--- src/rtl/pc_sequencer.sv ---
// pc_sequencer: fetch-side next-PC selection and control FSM for the single-cycle core.
// Ports: clk/a_rstn (async active-low reset); i_pc current PC; i_stall, i_halt, i_resume control;
//   i_jump/i_jump_target and i_branch_taken/i_branch_target redirects; o_next_pc and o_instr_valid
//   (combinational); o_halted, o_trap, o_trap_pc, o_instret (registered).
// Macro PC_SEQ_TRAP_EN: when defined, a bad redirect target traps to TRAP_VECTOR; otherwise it is sanitized.
module pc_sequencer #(
  parameter logic [31:0] RESET_VECTOR = 32'h0000_0000,
  parameter logic [31:0] TRAP_VECTOR  = 32'h0000_0100,
  parameter int unsigned IMEM_BYTES   = 4096
) (
  input  logic        clk,
  input  logic        a_rstn,
  input  logic [31:0] i_pc,
  input  logic        i_stall,
  input  logic        i_branch_taken,
  input  logic [31:0] i_branch_target,
  input  logic        i_jump,
  input  logic [31:0] i_jump_target,
  input  logic        i_halt,
  input  logic        i_resume,
  output logic [31:0] o_next_pc,
  output logic        o_instr_valid,
  output logic        o_halted,
  output logic        o_trap,
  output logic [31:0] o_trap_pc,
  output logic [31:0] o_instret
);
  localparam logic [31:0] MASK = 32'(IMEM_BYTES - 1);
  localparam logic [1:0] BOOT = 2'd0;
  localparam logic [1:0] RUN  = 2'd1;
  localparam logic [1:0] HALT = 2'd2;
`ifdef PC_SEQ_TRAP_EN
  localparam logic [1:0] TRAP = 2'd3;
  logic        trap_set;
  logic        trap_q;
  logic [31:0] trap_pc_q;
`endif
  logic [1:0]  state_q, state_d;
  logic [31:0] instret_q;
  logic [31:0] tgt;
  logic        redirect, bad;
  // Jump outranks branch when both resolve in the same cycle.
  assign redirect = i_jump | i_branch_taken;
  assign tgt      = i_jump ? i_jump_target : i_branch_target;
  assign bad      = (tgt[1:0] != 2'b00) || (tgt > MASK);
  always_comb begin
    state_d       = state_q;
    o_next_pc     = i_pc;
    o_instr_valid = 1'b0;
`ifdef PC_SEQ_TRAP_EN
    trap_set      = 1'b0;
`endif
    case (state_q)
      BOOT: begin
        o_next_pc = RESET_VECTOR;
        state_d   = RUN;
      end
      RUN: begin
        if (i_halt) state_d = HALT;
        else if (!i_stall) begin
          o_instr_valid = 1'b1;
          if (!redirect) o_next_pc = (i_pc + 32'd4) & MASK;
          else if (!bad) o_next_pc = tgt;
`ifdef PC_SEQ_TRAP_EN
          else begin
            o_next_pc = TRAP_VECTOR;
            trap_set  = 1'b1;
            state_d   = TRAP;
          end
`else
          else o_next_pc = tgt & ~32'h3 & MASK;
`endif
        end
      end
      HALT: state_d = i_resume ? RUN : HALT;
`ifdef PC_SEQ_TRAP_EN
      // Bubble cycle while i_pc settles on the trap vector; halt still wins.
      TRAP: state_d = i_halt ? HALT : RUN;
`endif
      default: state_d = BOOT;
    endcase
  end
  always_ff @(posedge clk or negedge a_rstn) begin
    if (!a_rstn) begin
      state_q   <= BOOT;
      instret_q <= 32'd0;
    end else begin
      state_q   <= state_d;
      instret_q <= instret_q + {31'd0, o_instr_valid};
    end
  end
`ifdef PC_SEQ_TRAP_EN
  always_ff @(posedge clk or negedge a_rstn) begin
    if (!a_rstn) begin
      trap_q    <= 1'b0;
      trap_pc_q <= 32'd0;
    end else if (trap_set) begin
      trap_q    <= 1'b1;
      trap_pc_q <= i_pc;
    end
  end
  assign o_trap    = trap_q;
  assign o_trap_pc = trap_pc_q;
`else
  logic unused_trap_vector;
  assign unused_trap_vector = ^TRAP_VECTOR;
  assign o_trap    = 1'b0;
  assign o_trap_pc = 32'd0;
`endif
  assign o_halted  = (state_q == HALT);
  assign o_instret = instret_q;
endmodule

--- config.mk ---
export PLATFORM = sky130hd
export DESIGN_NAME = pc_sequencer
export DESIGN_NICKNAME = d
export VERILOG_FILES = /design/src/rtl/pc_sequencer.sv
export SDC_FILE = /design/constraint.sdc
export NUM_CORES = 1
export LEC_CHECK = 0
export ABC_AREA = 0
export CAP_MARGIN = 0
export CORE_MARGIN = 2
export CORE_UTILIZATION = 32
export CTS_CLUSTER_DIAMETER = 60
export DETAILED_ROUTE_END_ITERATION = 12
export PLACE_DENSITY = 0.84
export REMOVE_ABC_BUFFERS = 1
export SYNTH_ARGS = -nofsm -noshare
export SYNTH_HDL_FRONTEND = slang
export SYNTH_SLANG_ARGS = --single-unit
--- constraint.sdc ---
create_clock -name clk -period 3.17 [get_ports clk]
set_input_delay 0.317 -clock clk [delete_from_list [all_inputs] [get_ports clk]]
set_output_delay 0.317 -clock clk [all_outputs]
set_load 0.05 [all_outputs]
==> results by group, run 1 <==
Setup path
  – CP Class: flip-flop to output port
  – Crit path required time: 2.85 ns
  – Top Family by Delay on Critical Path: compound AO/OA/AOI/OAI gates
  – Buf/Inv on CP: 2
  – Critical path's slowest cell: or4b_1
  – Critical Path AT: 2.42 ns
  – R2r endpoint: o_instret[16]$_DFF_PN0_
  – Worst-path fanout max: 8
  – Worst reg-to-reg setup slack: 0.64 ns
  – CP Cell Sequence: or4b_1, buf_4, a221oi_1, a21oi_1, o2bb2ai_1, buf_12
  – Critical path startpoint category: flip-flop
  – Kind of end point of the critical path: output port
  – R2R cell count: 8
  – Slowest cell delay on critical path: 0.60 ns
  – Worst r2r src: state_q[1]$_DFFE_PN0P_

Power and ir drop
  – Part of the power in the clock network: 0.140
  – Sequential Power Share: 0.224
  – Sw Ratio: 0.497
  – Internal power: 1.17 mW
  – Combinational share of power: 0.636
  – Net Switching: approximately 1.2 mW
  – Lkg Pwr: approximately 1.7 nW
  – Maximum VDD drop: 0.000267 V
  – Power Dens Cells: 617 mW/mm^2

Synth
  – Instance count of the mapped netlist: 275
  – Synth top cells by count: dfrtp_1, buf_4, xnor2_1
  – Yosys warns: 0
  – Sequential area share after synthesis: 0.354
  – Synth area leaders: dfrtp_1, buf_4, xnor2_1, and2_1, nand4_1
  – Synthesized cell area: 0.00240 mm^2
  – Post-synth EDFFs: 0
  – #FFs+latches synth: 34
  – Synth cell types: 42
  – FFs w/ async S/R, synth: 1.00
  – Most frequent cell after synthesis: dfrtp_1
  – Top cell type's share of synthesized area: 0.354
  – Syn avg cell area: 8.74 um^2
  – Area leader, netlist: dfrtp_1
  – Most used DFF post-synth: dfrtp_1

Global route
  – First-pass GRT wire length: between 10,000 and 15,000 um
  – Gr usage total: 0.158
  – Antenna violations before repair: 0
  – Largest net degree at the start of global routing: 35
  – Total gr overflow: 0
  – Vias in the first global route: between 2,000 and 2,500

CTS
  – CTS Buf Count: 5
  – Clk_lat worst skew: 0.28 ns
  – Clk root buf: clkbuf_8
  – Setup Fix Bufs, Post-CTS: 0
  – CTS Buffer Depth: 2
  – Clock Pin Slew Worst Setup and Hold Paths: about 0.07 ns
  – H-tree depth: 2
  – CTS tree: yes
  – Post-CTS sizing: 0
  – CTS sink cnt: 34
  – Cts hold-fix bufs: 0

Route
  – Via count: 2,345
  – Routed length per instance: 13.3 um
  – Vias per cell: 4.66
  – Number of routed nets with antenna violations: 0
  – Final wirelength: between 6000 and 7000 um
  – DR pass1 iterations: 5
  – DR iter-0 viols: 54
  – DRC Markers: 0

Floorplan
  – Initial Utilization: 0.331
  – Core box area: a little over 0.007 mm^2
  – Die H: 90.6 um
  – Top Ports: around 200
  – Die Span X: 90.6 um
  – Die area: between 0.008 and 0.009 mm^2
  – Site row count: 31

Timing
  – Crit path time final: approximately 2.7 ns
  – RSZ-0062 raised after global routing: no
  – Hold WS: between 0.4 and 0.5 ns
  – Highest Clock Rate: between 0.3 and 0.4 GHz
  – Final Hold Vio Count: 0
  – Fin crit share: 0.863
  – Worst Skew: roughly 0.0053 ns
  – Final Max Tran Viols: 0
  – Setup Total Neg Slack: 0 ns
  – Worst-margin pin slew: roughly 0.77 ns
  – Setup violations, final: 0
  – Relative slew slack: 0.487

Placement
  – Cell count after placement: 495
  – Post-DP HPWL: 5360 um
  – I/O Buffers: around 120
  – RD Place Congestion: 0.760

Layout
  – Post-layout nets: just over 500
  – Share of cells above drive strength 1: 0.131
  – Diodes inserted: 0
  – Final core utilization: 0.520
  – Layout area overhead: 57.1%
  – Post-route insts no fill: roughly 500

Flow run
  – Max cap viols: 0

Worst hold path
  – Worst Hold Class: input port to async pin

Outcome
  – Status: finished, final reports clean
## cells by family after synthesis
logic type,Yosys count,share of synthesized area
buffers and inverters,59,0.146
XOR/XNOR,30,0.109
flip-flops,34,0.354
AND/OR/NAND/NOR,105,0.248
multiplexers,1,0.00417
other,1,0.00156
AO/OA/AOI/OAI,42,0.121
adder cells (fa/ha/maj),3,0.0156
## how the worst max path moves through the flow
stage          cells after the start  slack (ns)                       to              startpoint
2_1_floorplan                      8        0.35  o_instret[26]$_DFF_PN0_  state_q[1]$_DFFE_PN0P_
3_3_place_gp                       9        0.35  o_instret[16]$_DFF_PN0_                 i_stall
3_5_place_dp                       9        0.31  o_instret[16]$_DFF_PN0_                 i_stall
4_1_cts                            6        0.39             o_next_pc[7]  state_q[1]$_DFFE_PN0P_
5_1_grt                            6        0.28             o_next_pc[9]  state_q[1]$_DFFE_PN0P_
6_report                           6        0.44             o_next_pc[7]  state_q[1]$_DFFE_PN0P_
## metrics by stage
step                      worst slack [ns]  total power, mW  cell area [um^2]
after floorplan                      0.351             1.45              2240
after global placement               0.351             2.00              3680
after detailed placement             0.310             2.02              3680
after CTS                            0.387             2.36              3770
after global routing                 0.278             2.44              3770
final                                0.435             2.33              3770
## state kept, by name, summed over array words and instances (netlist names)
| name | count |
|---|---|
| o_instret | 32 |
| state_q | 2 |
## cells in the final DEF, fill, tap and decap left out, types with 2 or more instances in the layout
cell type / n
ha_1: 3
buf_12: 9
o21ai_0: 9
nand4_1: 13
o2bb2ai_1: 2
a221oi_1: 5
o21ai_1: 2
xnor2_1: 26
a211o_1: 2
a22o_1: 2
buf_4: 31
a21oi_1: 10
and2_1: 21
nand4b_1: 2
or2_2: 3
nor2_1: 13
clkdlybuf4s50_1: 91
clkbuf_8: 6
and3_1: 4
a21o_1: 3
nand3_1: 16
inv_1: 17
nand2_1: 16
xor2_1: 4
nor3_1: 3
and4_1: 4
conb_1: 33
dfrtp_1: 34
nor2b_1: 5
## final cells by class
class                           instances  area (um^2)
Tap cell                               99          124
Inverter                               17         63.8
Timing Repair Buffer                  131         1320
Multi-Input combinational cell        214         1320
Clock buffer                            7         86.3
Fill cell                             686         3480
Sequential cell                        34          851
Clock inverter                          1         5.00
## power groups by stage
stage / sequential (mW) / clock [mW] / combinational (mW)
2_1_floorplan: 0.606 / 0 / 0.843
6_report: 0.522 / 0.327 / 1.48
3_3_place_gp: 0.528 / 0 / 1.47
5_1_grt: 0.533 / 0.354 / 1.55
3_5_place_dp: 0.532 / 0 / 1.49
4_1_cts: 0.525 / 0.338 / 1.49
## metal layers
layer  share of wire  track usage
met2            0.51        0.295
met5               0            0
met1            0.40        0.182
met4          0.0093       0.0385
met3           0.072       0.0326
(Power assumes the default switching activity.)
==> run 2: changes to the inputs <==
--- a/config.mk
+++ b/config.mk
@@ -11,6 +11,8 @@
 export CORE_UTILIZATION = 32
 export CTS_CLUSTER_DIAMETER = 60
 export DETAILED_ROUTE_END_ITERATION = 12
+export GPL_TIMING_DRIVEN = 0
+export MAX_ROUTING_LAYER = met4
 export PLACE_DENSITY = 0.84
 export REMOVE_ABC_BUFFERS = 1
 export SYNTH_ARGS = -nofsm -noshare
==> results by group, run 2 (synthesized netlist as in run 1, its figures left out) <==
Route
  – Routed length per instance: 14.0 um (+5.5%)
  – DR iter-0 viols: 54 (unchanged)
  – Number of routed nets with antenna violations: 0 (unchanged)
  – Final wirelength: 6940 um (+4.1%)
  – DR pass1 iterations: 6 (+1)
  – DR top layer: met4
  – Met3 WL: 527 um (+9.3%)
  – Met2 WL post-DR: 3530 um (+2.9%)
  – Vias per cell: 4.71 (+0.98%)
  – Via count: 2,335 (-0.43%)
  – DRC Markers: 0 (unchanged)
  – WL met1: 2790 um (+3.7%)

Placement
  – I/O Buffers: 124 (unchanged)
  – Cell count after placement: 488 (-1.4%)
  – RD Place Congestion: 0.784 (+3.1%)
  – Placed Area: 0.00360 mm^2 (-2.4%)
  – Post-DP HPWL: 5350 um (-0.18%)

CTS
  – Clk_lat worst skew: 0.29 ns (about the same)
  – CTS tree: yes
  – CTS Buf Count: 5 (unchanged)
  – Clock Pin Slew Worst Setup and Hold Paths: 0.07 ns (about the same)
  – Clk root buf: clkbuf_8
  – CTS sink cnt: 34 (unchanged)
  – H-tree depth: 2 (unchanged)
  – CTS Buffer Depth: 2 (unchanged)

Layout
  – Fill cells: 672 (-2.0%)
  – Layout area overhead: 53.9%
  – Diodes inserted: 0 (unchanged)
  – Commonest non-fill, non-tap cell in the layout: clkdlybuf4s50_1
  – Share of cells above drive strength 1: 0.0428 (-0.0884)
  – Final core utilization: 0.510 (-0.0107)
  – Commonest cells after routing, fill and taps aside: clkdlybuf4s50_1, dfrtp_1, conb_1
  – Largest register FFs: 32 (unchanged)
  – Design area: 0.00370 mm^2 (-2.1%)
  – Post-layout nets: 502 (-1.4%)
  – Post-route insts no fill: 496 (-1.4%)

Timing
  – Fin crit share: 0.940 (+0.0776)
  – RSZ-0062 raised after global routing: no
  – Relative slew slack: 0.448 (-0.0393)
  – Final Hold Vio Count: 0 (unchanged)
  – Worst Skew: 0.00708 ns (+0.00179 ns)
  – Crit path time final: 2.98 ns (+0.246 ns)
  – Setup violations, final: 0 (unchanged)
  – Highest Clock Rate: 0.335 GHz (-8.3%)
  – Final Max Tran Viols: 0 (unchanged)
  – Worst-margin pin slew: 0.827 ns (+0.0576 ns)

Setup path
  – Critical Path Start: state_q[1]$_DFFE_PN0P_
  – Crit path required time: 2.85 ns (about the same)
  – R2r endpoint: o_instret[21]$_DFF_PN0_
  – R2R cell count: 7 (-1)
  – Kind of end point of the critical path: output port
  – CP Class: flip-flop to output port
  – Worst-path fanout max: 9 (+1)
  – Worst reg-to-reg setup slack: 0.30 ns (-0.34 ns)
  – Critical path startpoint category: flip-flop
  – Critical Path AT: 2.66 ns (+0.24 ns)
  – Worst r2r src: state_q[1]$_DFFE_PN0P_

Floorplan
  – Die area: 0.00822 mm^2 (unchanged)
  – Core box area: 0.00725 mm^2 (unchanged)
  – Initial Utilization: 0.331 (unchanged)
  – Die Span X: 90.6 um (unchanged)
  – Top Ports: 202 (unchanged)
  – Site row count: 31 (unchanged)
  – Die H: 90.6 um (unchanged)

Global route
  – Total gr overflow: 0 (unchanged)
  – Largest net degree at the start of global routing: 35 (unchanged)
  – Vias in the first global route: 2,258 (+1.2%)
  – First-pass GRT wire length: 10,900 um (+0.77%)
  – Gr usage total: 0.164 (+0.00633)
  – Antenna violations before repair: 0 (unchanged)

Power and ir drop
  – Power Dens Cells: 602 mW/mm^2 (-2.6%)
  – Tot Pwr: 2.22 mW (-4.6%)
  – Lkg Pwr: 1.60 nW (-5.3%)
  – Maximum VDD drop: 0.000333 V (+25%)

Outcome
  – Status: finished, final reports clean

Flow run
  – Max cap viols: 0 (unchanged)

Worst hold path
  – Worst Hold Class: input port to async pin
run 2: cell count changes in the layout (fill, tap and decap cells not counted):
cell / delta
nor2_1: -2
dlygate4sd2_1: +6
nor3_2: +1
buf_4: -31
nor2_2: +1
dlymetal6s2s_1: +1
nor2_4: +1
clkdlybuf4s15_1: +2
buf_2: +1
nor3_1: -1
clkdlybuf4s50_1: +23
buf_12: -9
run 2: through the flow:
step           setup slack, ns  setup TNS (ns)  hold WS (ns)
6_report                 0.189               0        0.0991
5_1_grt                0.00598               0         0.149
4_1_cts                 0.0712               0         0.119
3_5_place_dp            -0.210           -1.85         0.420
3_3_place_gp            -0.162           -1.28         0.467
2_1_floorplan            0.351               0        0.0214
run 2: how the worst max path moves through the flow:
stage                                          to  depth (start not counted)
final                               o_next_pc[10]                          5
after CTS                            o_next_pc[0]                          6
after global routing                 o_next_pc[7]                          5
after global placement               o_next_pc[1]                          6
after detailed placement             o_next_pc[0]                          6
after floorplan           o_instret[26]$_DFF_PN0_                          8
run 2: repair_timing:
action | CTS | global route
setup buffers | 0 | 0
gates resized for setup | 10 | 5
setup endpoints to repair | 10 | 13
hold buffers | 0 | 0
pin swaps | 0 | 0
run 2: where the power goes:
group / total, mW / internal, mW / leakage [nW] / switching, mW
registers: 0.523 / 0.472 / 0.460 / 0.0512
logic: 1.37 / 0.441 / 1.09 / 0.933
clock network: 0.328 / 0.175 / 0.0482 / 0.152
run 2: critical path, stage by stage (launching register included):
cell and delay (ns):
dfrtp_1 0.43, or4b_1 0.74, a221oi_1 0.37, a21oi_1 0.12, o2bb2ai_1 0.16, dlygate4sd2_1 0.55
run 2: routing by layer:
| layer | up-vias | global-route usage |
|---|---|---|
| met1 | 1095 | 0.187 |
| met5 | - | - |
| met4 | 0 | 0.0372 |
| met2 | 106 | 0.291 |
| li1 | 1125 | - |
| met3 | 9 | 0.0392 |
run 2: area by class of cell:
cell class                 instances  area [um^2]  area share
multi-input combinational        214         1340       0.361
timing repair buffer             124         1230       0.333
sequential                        34          851       0.230
tap                               99          124      0.0335
clock buffer                       7         86.3      0.0234
inverter                          17         63.8      0.0173
clock inverter                     1         5.00     0.00135
